===== src/rtl/signal_conflict_monitor_pkg.sv =====
// Shared types and fault codes for the lamp-output conflict monitor.
package tl_monitor_pkg;

   typedef enum logic [2:0] {RED, GREEN, YELLOW, DARK, MULTI} lamp_t;
   typedef enum logic [1:0] {MONITOR, FAULT, RECOVER} fsm_t;

   localparam logic [2:0] FLT_NONE      = 3'd0;
   localparam logic [2:0] FLT_CONFLICT  = 3'd1;
   localparam logic [2:0] FLT_MULTI     = 3'd2;
   localparam logic [2:0] FLT_DARK      = 3'd3;
   localparam logic [2:0] FLT_SHORT_YEL = 3'd4;
   localparam logic [2:0] FLT_ILLEGAL   = 3'd5;
   localparam logic [2:0] FLT_SHORT_GRN = 3'd6;

   function automatic lamp_t decode_lamps(logic red, logic green, logic yellow);
      case ({red, green, yellow})
         3'b100:  return RED;
         3'b010:  return GREEN;
         3'b001:  return YELLOW;
         3'b000:  return DARK;
         default: return MULTI;
      endcase
   endfunction

endpackage


===== src/rtl/signal_conflict_monitor_if.sv =====
// Lamp lines driven by the traffic-light controller and observed by the monitor.
interface signal_conflict_monitor_if;
   logic NS_red, NS_green, NS_yellow;
   logic EW_red, EW_green, EW_yellow;

   modport master (output NS_red, NS_green, NS_yellow, EW_red, EW_green, EW_yellow);
   modport slave  (input  NS_red, NS_green, NS_yellow, EW_red, EW_green, EW_yellow);
endinterface


===== src/rtl/signal_conflict_monitor_decoder.sv =====
// Per-approach lamp decode with registered previous state, dwell timer and dark tracking.
module approach_decoder
   import tl_monitor_pkg::*;
#(
   parameter int unsigned CNT_W    = 6,
   parameter int unsigned DARK_TOL = 2
) (
   input  logic             clk_i,
   input  logic             rst_i,
   input  logic             restart_i,
   input  logic             red_i,
   input  logic             green_i,
   input  logic             yellow_i,
   output lamp_t            cur_state_o,
   output lamp_t            prev_state_o,
   output logic [CNT_W-1:0] dwell_o,
   output logic             valid_o,
   output logic             dark_over_o,
   output logic             go_o
);

   lamp_t            prev_q;
   logic [CNT_W-1:0] dwell_q;
   logic             valid_q;
   logic [CNT_W:0]   dark_run;

   assign cur_state_o = decode_lamps(red_i, green_i, yellow_i);
   // A green or yellow lamp counts as "go" even inside a multi-lamp aspect.
   assign go_o        = green_i | yellow_i;

   // Consecutive dark cycles including the one being sampled now.
   assign dark_run    = (prev_q == DARK) ? {1'b0, dwell_q} + 1'b1 : (CNT_W+1)'(1);
   assign dark_over_o = (cur_state_o == DARK) && (dark_run > (CNT_W+1)'(DARK_TOL));

   always_ff @(posedge clk_i) begin
      if (rst_i || restart_i) begin
         prev_q  <= RED;
         dwell_q <= '0;
         valid_q <= 1'b0;
      end else if (cur_state_o != prev_q) begin
         prev_q  <= cur_state_o;
         dwell_q <= CNT_W'(1);
         valid_q <= 1'b1;
      end else if (dwell_q != '1) begin
         dwell_q <= dwell_q + 1'b1;
      end
   end

   assign prev_state_o = prev_q;
   assign dwell_o      = dwell_q;
   assign valid_o      = valid_q;

endmodule


===== src/rtl/signal_conflict_monitor.sv =====
// Independent lamp-output checker: latches the first fault and requests all-red flash.
// Optional fault tally enabled by defining FAULT_LOG_EN.
module signal_conflict_monitor
   import tl_monitor_pkg::*;
#(
   parameter int unsigned MIN_GREEN   = 8,
   parameter int unsigned MIN_YELLOW  = 3,
   parameter int unsigned DARK_TOL    = 2,
   parameter int unsigned RECOVER_CYC = 4,
   parameter int unsigned CNT_W       = 6
) (
   input  logic                      i_clk,
   input  logic                      i_rst,
   signal_conflict_monitor_if.slave  lamps,
   input  logic                      i_fault_clear,
   output logic                      o_fault,
   output logic [2:0]                o_fault_code,
   output logic                      o_flash_req,
   output logic [7:0]                o_fault_count
);

   localparam int unsigned RCNT_W = $clog2(RECOVER_CYC + 1);

   lamp_t            ns_cur, ns_prev, ew_cur, ew_prev;
   logic [CNT_W-1:0] ns_dwell, ew_dwell;
   logic             ns_valid, ew_valid, ns_dark, ew_dark, ns_go, ew_go;
   logic             restart, conflict, both_red;
   logic [2:0]       ns_seq, ew_seq, seq_code, cur_code;

   fsm_t              state_q, state_d;
   logic              fault_q, fault_d;
   logic [2:0]        code_q, code_d;
   logic [RCNT_W-1:0] rcnt_q, rcnt_d;

   approach_decoder #(.CNT_W(CNT_W), .DARK_TOL(DARK_TOL)) u_ns (
      .clk_i(i_clk), .rst_i(i_rst), .restart_i(restart),
      .red_i(lamps.NS_red), .green_i(lamps.NS_green), .yellow_i(lamps.NS_yellow),
      .cur_state_o(ns_cur), .prev_state_o(ns_prev), .dwell_o(ns_dwell),
      .valid_o(ns_valid), .dark_over_o(ns_dark), .go_o(ns_go)
   );

   approach_decoder #(.CNT_W(CNT_W), .DARK_TOL(DARK_TOL)) u_ew (
      .clk_i(i_clk), .rst_i(i_rst), .restart_i(restart),
      .red_i(lamps.EW_red), .green_i(lamps.EW_green), .yellow_i(lamps.EW_yellow),
      .cur_state_o(ew_cur), .prev_state_o(ew_prev), .dwell_o(ew_dwell),
      .valid_o(ew_valid), .dark_over_o(ew_dark), .go_o(ew_go)
   );

   // Lowest sequencing fault code (4..6) seen on one approach this cycle.
   function automatic logic [2:0] seq_fault(lamp_t prev, lamp_t cur, logic valid,
                                            logic [CNT_W-1:0] dwell);
      if (valid && prev == YELLOW && cur == RED && dwell < CNT_W'(MIN_YELLOW))
         return FLT_SHORT_YEL;
      if ((prev == GREEN && cur == RED) || (prev == RED && cur == YELLOW) ||
          (prev == YELLOW && cur == GREEN))
         return FLT_ILLEGAL;
      if (valid && prev == GREEN && cur == YELLOW && dwell < CNT_W'(MIN_GREEN))
         return FLT_SHORT_GRN;
      return FLT_NONE;
   endfunction

   assign ns_seq   = seq_fault(ns_prev, ns_cur, ns_valid, ns_dwell);
   assign ew_seq   = seq_fault(ew_prev, ew_cur, ew_valid, ew_dwell);
   assign seq_code = (ns_seq == FLT_NONE) ? ew_seq :
                     (ew_seq == FLT_NONE) ? ns_seq :
                     (ns_seq < ew_seq)    ? ns_seq : ew_seq;

   assign conflict = ns_go && ew_go;
   assign both_red = (ns_cur == RED) && (ew_cur == RED);
   assign cur_code = conflict                          ? FLT_CONFLICT :
                     (ns_cur == MULTI || ew_cur == MULTI) ? FLT_MULTI :
                     (ns_dark || ew_dark)              ? FLT_DARK : seq_code;

   always_comb begin
      state_d = state_q;
      fault_d = fault_q;
      code_d  = code_q;
      rcnt_d  = rcnt_q;
      restart = 1'b0;
      case (state_q)
         MONITOR: begin
            if (cur_code != FLT_NONE) begin
               state_d = FAULT;
               fault_d = 1'b1;
               code_d  = cur_code;
            end
         end
         FAULT: begin
            if (i_fault_clear) begin
               state_d = RECOVER;
               rcnt_d  = '0;
            end
         end
         RECOVER: begin
            if (conflict) begin
               state_d = FAULT;
            end else if (!both_red) begin
               rcnt_d = '0;
            end else if (rcnt_q == RCNT_W'(RECOVER_CYC - 1)) begin
               state_d = MONITOR;
               fault_d = 1'b0;
               code_d  = FLT_NONE;
               rcnt_d  = '0;
               restart = 1'b1;
            end else begin
               rcnt_d = rcnt_q + 1'b1;
            end
         end
         default: state_d = MONITOR;
      endcase
   end

   always_ff @(posedge i_clk) begin
      if (i_rst) begin
         state_q <= MONITOR;
         fault_q <= 1'b0;
         code_q  <= FLT_NONE;
         rcnt_q  <= '0;
      end else begin
         state_q <= state_d;
         fault_q <= fault_d;
         code_q  <= code_d;
         rcnt_q  <= rcnt_d;
      end
   end

   assign o_fault      = fault_q;
   assign o_fault_code = code_q;
   assign o_flash_req  = (state_q != MONITOR);

`ifdef FAULT_LOG_EN
   logic [7:0] count_q;
   logic       enter_fault;

   // Only fresh MONITOR->FAULT entries are tallied, not RECOVER re-entries.
   assign enter_fault = (state_q == MONITOR) && (cur_code != FLT_NONE);

   always_ff @(posedge i_clk) begin
      if (i_rst) begin
         count_q <= 8'd0;
      end else if (enter_fault && count_q != 8'hff) begin
         count_q <= count_q + 8'd1;
      end
   end

   assign o_fault_count = count_q;
`else
   assign o_fault_count = 8'd0;
`endif

endmodule


===== src/flat_wrapper.sv =====
// flat-port wrapper written by rule: the top's interface ports become plain ports
module signal_conflict_monitor_flat import tl_monitor_pkg::*;
#(
   parameter int unsigned MIN_GREEN   = 8,
   parameter int unsigned MIN_YELLOW  = 3,
   parameter int unsigned DARK_TOL    = 2,
   parameter int unsigned RECOVER_CYC = 4,
   parameter int unsigned CNT_W       = 6
)
  (i_clk, i_rst, i_fault_clear, o_fault, o_fault_code, o_flash_req, o_fault_count, lamps_NS_red, lamps_NS_green, lamps_NS_yellow, lamps_EW_red, lamps_EW_green, lamps_EW_yellow);
  signal_conflict_monitor_if lamps_i ();
  input  logic i_clk;
  input  logic i_rst;
  input  logic i_fault_clear;
  output logic o_fault;
  output logic [2:0] o_fault_code;
  output logic o_flash_req;
  output logic [7:0] o_fault_count;
  input wire logic [$bits(lamps_i.NS_red)-1:0] lamps_NS_red;
  input wire logic [$bits(lamps_i.NS_green)-1:0] lamps_NS_green;
  input wire logic [$bits(lamps_i.NS_yellow)-1:0] lamps_NS_yellow;
  input wire logic [$bits(lamps_i.EW_red)-1:0] lamps_EW_red;
  input wire logic [$bits(lamps_i.EW_green)-1:0] lamps_EW_green;
  input wire logic [$bits(lamps_i.EW_yellow)-1:0] lamps_EW_yellow;
  assign lamps_i.NS_red = lamps_NS_red;
  assign lamps_i.NS_green = lamps_NS_green;
  assign lamps_i.NS_yellow = lamps_NS_yellow;
  assign lamps_i.EW_red = lamps_EW_red;
  assign lamps_i.EW_green = lamps_EW_green;
  assign lamps_i.EW_yellow = lamps_EW_yellow;
  signal_conflict_monitor #(.MIN_GREEN(MIN_GREEN), .MIN_YELLOW(MIN_YELLOW), .DARK_TOL(DARK_TOL), .RECOVER_CYC(RECOVER_CYC), .CNT_W(CNT_W)) u_core (.i_clk(i_clk), .i_rst(i_rst), .lamps(lamps_i), .i_fault_clear(i_fault_clear), .o_fault(o_fault), .o_fault_code(o_fault_code), .o_flash_req(o_flash_req), .o_fault_count(o_fault_count));
endmodule

===== config.mk =====
export PLATFORM = sky130hd
export DESIGN_NAME = signal_conflict_monitor_flat
export DESIGN_NICKNAME = d
export VERILOG_FILES = /design/src/rtl/signal_conflict_monitor_pkg.sv /design/src/rtl/signal_conflict_monitor_if.sv /design/src/rtl/signal_conflict_monitor_decoder.sv /design/src/rtl/signal_conflict_monitor.sv /design/src/flat_wrapper.sv
export SDC_FILE = /design/constraint.sdc
export NUM_CORES = 1
export LEC_CHECK = 0
export BUFFER_PORTS_ARGS = -buffer_cell sky130_fd_sc_hd__buf_2
export CAP_MARGIN = 20
export CORE_ASPECT_RATIO = 0.6
export CORE_MARGIN = 2
export CORE_UTILIZATION = 41
export CTS_CLUSTER_SIZE = 20
export DETAILED_ROUTE_END_ITERATION = 10
export PLACE_DENSITY = 0.64
export SKIP_CTS_REPAIR_TIMING = 1
export SLEW_MARGIN = 10
export SYNTH_ARGS = -nofsm -noshare
export SYNTH_HDL_FRONTEND = slang
export SYNTH_SLANG_ARGS = --single-unit

===== constraint.sdc =====
create_clock -name i_clk -period 6.5 [get_ports i_clk]
set_input_delay 1.3 -clock i_clk [delete_from_list [all_inputs] [get_ports i_clk]]
set_output_delay 1.3 -clock i_clk [all_outputs]
set_load 0.01 [all_outputs]

==> metrics <==
# rows 18; layout cells sized above 1 0.1320; clk buf depth 2; Synth Warn # 0; pin count of the biggest net entering global routing 13; CP max-delay cell or4b_4; final instance area 2026 um2; Worst slew margin 0.6303; Hold Crit Class reg2reg; Mapped Cells 242; TNS Setup 0 ns; CP Launch Type primary input; worst skew pair latency 0.28 ns; Critical Path Fanout Max 8; first-pass GRT wire length 6.817 mm; Worst-Margin Slew 0.5486 ns; die height 56.37 um; Slew Viols, Final 0; Cell Area, Placed 1924 um2; setup violators final 0; synth cell count leaders nor2_1 (30), dfxtp_1 (29), nand2_1 (22); Critical Path Source lamps_NS_red; fillers 429; clk slew on worst S/H paths 0.07 ns; RR Startpoint u_core.u_ns.dwell_o[0]$_SDFFE_PP0P_; GRT Overall Usage 0.1660; CP required 6.67 ns; top-area cell type share of the netlist area 0.3097; Worst EP arrival 3.63 ns; root buf cell clkbuf_8; Max-cap violations 0; antenna-violating nets left 0; ys flop type dfxtp_1; critical path capture point type register; RSZ-0062 raised after global routing false; global route total overflow 0; drt wl/cell 13.01 um; initial antenna violation count 0; kind of critical path in2reg; final wirelength 4.034 mm; worst vdd ir 0.08985 mV; CTS tree done; r2r setup slk 3.65 ns; Core Box Area 4257 um2; crit path to u_core.o_fault_code[1]$_SDFFE_PP0P_; Final nets 263; drt initial violations 91; sequential share of the synthesized area 0.3097; post-synthesis register bit count 29; most frequent cell after synthesis nor2_1; Mapped Area 1874 um2; die area 5146 um2; CTS H-Tree Depth 2; P_leak 0.7815 nW; Horiz. Die Dim 91.29 um; IO Port Bufs 13; Synth area leaders dfxtp_1 (31%), nor2_1 (6.0%), nand2_1 (4.4%); EDFF count, synth 0; post-synth top area cell dfxtp_1; status finished clean; critical path's largest stage delay 0.49 ns; syn_area_per_cell 7.745 um2; post-synthesis cell type count 55; post-DP HPWL 2.956 mm; power per standard cell area 212.3 nW/um2; Max Clock Skew 0.003470 ns; FF-to-FF End u_core.o_fault_code[1]$_SDFFE_PP0P_; GP Congestion 0.8442; First-pass DRT Iterations 4; Num CTS Buffers 5; vias in the first global route 1444; average via count per standard cell 5.429; Fmax achieved 288.5 MHz; # clock sinks 29; Area Growth Syn to Fin 8.077%; R2R depth 12; Final Util 0.4759; Hold Vio Cnt, Final 0; # DRC 0; Cell Count, Final, Fillers Out 310; Antenna Cells 0; vias 1683; Starting Density 0.4403; dpl cells 302; fin crit share 0.5332; cell chain of the critical path buf_2, or3b_4, or4b_4, o41ai_2, or2b_2, ha_1, o21a_1, nor2_1, a21oi_1, o41ai_1, a211o_1, nand4_1; Final min period 3.466 ns; I/O pin total 22; Synth async-reset ratio 0
-- cell type report --
| class | count | area (um2) | share of cell area |
|---|---|---|---|
| multi-input combinational | 195 | 1185 | 0.5849 |
| sequential | 29 | 580.6 | 0.2866 |
| clock buffer | 7 | 96.34 | 0.04756 |
| tap | 60 | 75.07 | 0.03706 |
| timing repair buffer | 13 | 65.06 | 0.03212 |
| inverter | 5 | 18.77 | 0.009265 |
| clock inverter | 1 | 5.005 | 0.002471 |
-- critical path: cells and delay by family --
kind	cells	cell delay, ns
adders and majority gates	1	0.26
AOI/OAI and AO/OA	5	0.58
buffers and inverters	1	0.17
and+or+nand+nor	5	1.32
-- kinds of logic (layout without fill, tap and decap cells) --
kind of cell | Yosys count | count (layout) | share of synthesized area
and+or+nand+nor | 122 | 122 | 0.3612
AOI/OAI and AO/OA | 49 | 49 | 0.1676
DFF | 29 | 29 | 0.3097
buffers and inverters | 25 | 26 | 0.07210
adders and majority gates | 7 | 7 | 0.04406
xor gates and xnor gates | 7 | 7 | 0.03271
muxes | 2 | 2 | 0.01068
other | 1 | 8 | 0.002001
-- report_power, final --
group          leakage [nW]  total (mW)  internal (mW)  switching [mW]
logic                 0.490      0.0658         0.0275          0.0383
clock network        0.0542       0.167         0.0956          0.0710
registers             0.238       0.198          0.187          0.0104
total                 0.782       0.430          0.310           0.120
-- worst min-delay path by stage --
stage	from	endpoint	slack, ns	cells past startpoint
finish	u_core.o_fault_code[2]$_SDFFE_PP0P_	u_core.o_fault_code[2]$_SDFFE_PP0P_	0.46	2
global route	u_core.o_fault_code[2]$_SDFFE_PP0P_	u_core.o_fault_code[2]$_SDFFE_PP0P_	0.47	2
CTS	u_core.o_fault_code[2]$_SDFFE_PP0P_	u_core.o_fault_code[2]$_SDFFE_PP0P_	0.46	2
detailed placement	u_core.o_fault$_SDFFE_PP0P_	u_core.o_fault$_SDFFE_PP0P_	0.44	2
global placement	u_core.o_fault_code[2]$_SDFFE_PP0P_	u_core.o_fault_code[2]$_SDFFE_PP0P_	0.44	2
floorplan	u_core.u_ns.valid_o$_SDFFE_PP0P_	u_core.u_ns.valid_o$_SDFFE_PP0P_	0.43	2
-- per-layer routing --
layer	up-vias	wire length, um	global-route usage
li1	861	-	-
met4	0	61	0.06710
met3	8	173	0.04295
met5	-	0	0
met1	783	2219	0.2484
met2	31	1580	0.2222
-- sequential cells by signal (all words and copies together), names as in the netlist, 2 cells and up --
name / count
u_core.rcnt_q: 3
u_core.u_ns.dwell_o: 6
u_core.u_ns.prev_state_o: 3
u_core.state_q: 2
u_core.u_ew.prev_state_o: 3
u_core.o_fault_code: 3
u_core.u_ew.dwell_o: 6
-- layout by cell type, fill, tap and decap left out, types with 2 or more instances in the layout --
| cell | netlist | final |
|---|---|---|
| and3_1 | 3 | 3 |
| o21ai_0 | 12 | 12 |
| a31oi_1 | 5 | 5 |
| o31ai_1 | 3 | 3 |
| xnor2_1 | 2 | 2 |
| a21oi_1 | 15 | 15 |
| conb_1 | 1 | 8 |
| nor4b_1 | 2 | 2 |
| nor2_1 | 30 | 30 |
| and4_1 | 2 | 2 |
| maj3_1 | 2 | 2 |
| nor4bb_1 | 3 | 3 |
| and4b_1 | 2 | 2 |
| clkbuf_8 | 0 | 7 |
| and2_1 | 5 | 5 |
| a211oi_1 | 2 | 2 |
| nand3b_1 | 4 | 4 |
| inv_1 | 5 | 5 |
| dfxtp_1 | 29 | 29 |
| buf_2 | 0 | 13 |
| mux2i_1 | 2 | 2 |
| xor2_1 | 5 | 5 |
| nor3_1 | 12 | 12 |
| nor2b_1 | 4 | 4 |
| nand2_1 | 22 | 22 |
| nand2b_1 | 5 | 5 |
| or2_2 | 3 | 3 |
| nand3_1 | 8 | 8 |
| nor3b_1 | 5 | 5 |
| ha_1 | 5 | 5 |
-- metrics by stage --
| stage | power (mW) | setup WS (ns) | hold WS (ns) |
|---|---|---|---|
| global placement | 0.2659 | 2.811 | 0.4420 |
| CTS | 0.4334 | 3.055 | 0.4586 |
| detailed placement | 0.2663 | 2.775 | 0.4417 |
| finish | 0.4300 | 3.034 | 0.4557 |
| global route | 0.4537 | 2.873 | 0.4740 |
| floorplan | 0.2525 | 2.965 | 0.4320 |
(Power assumes the default switching activity.)
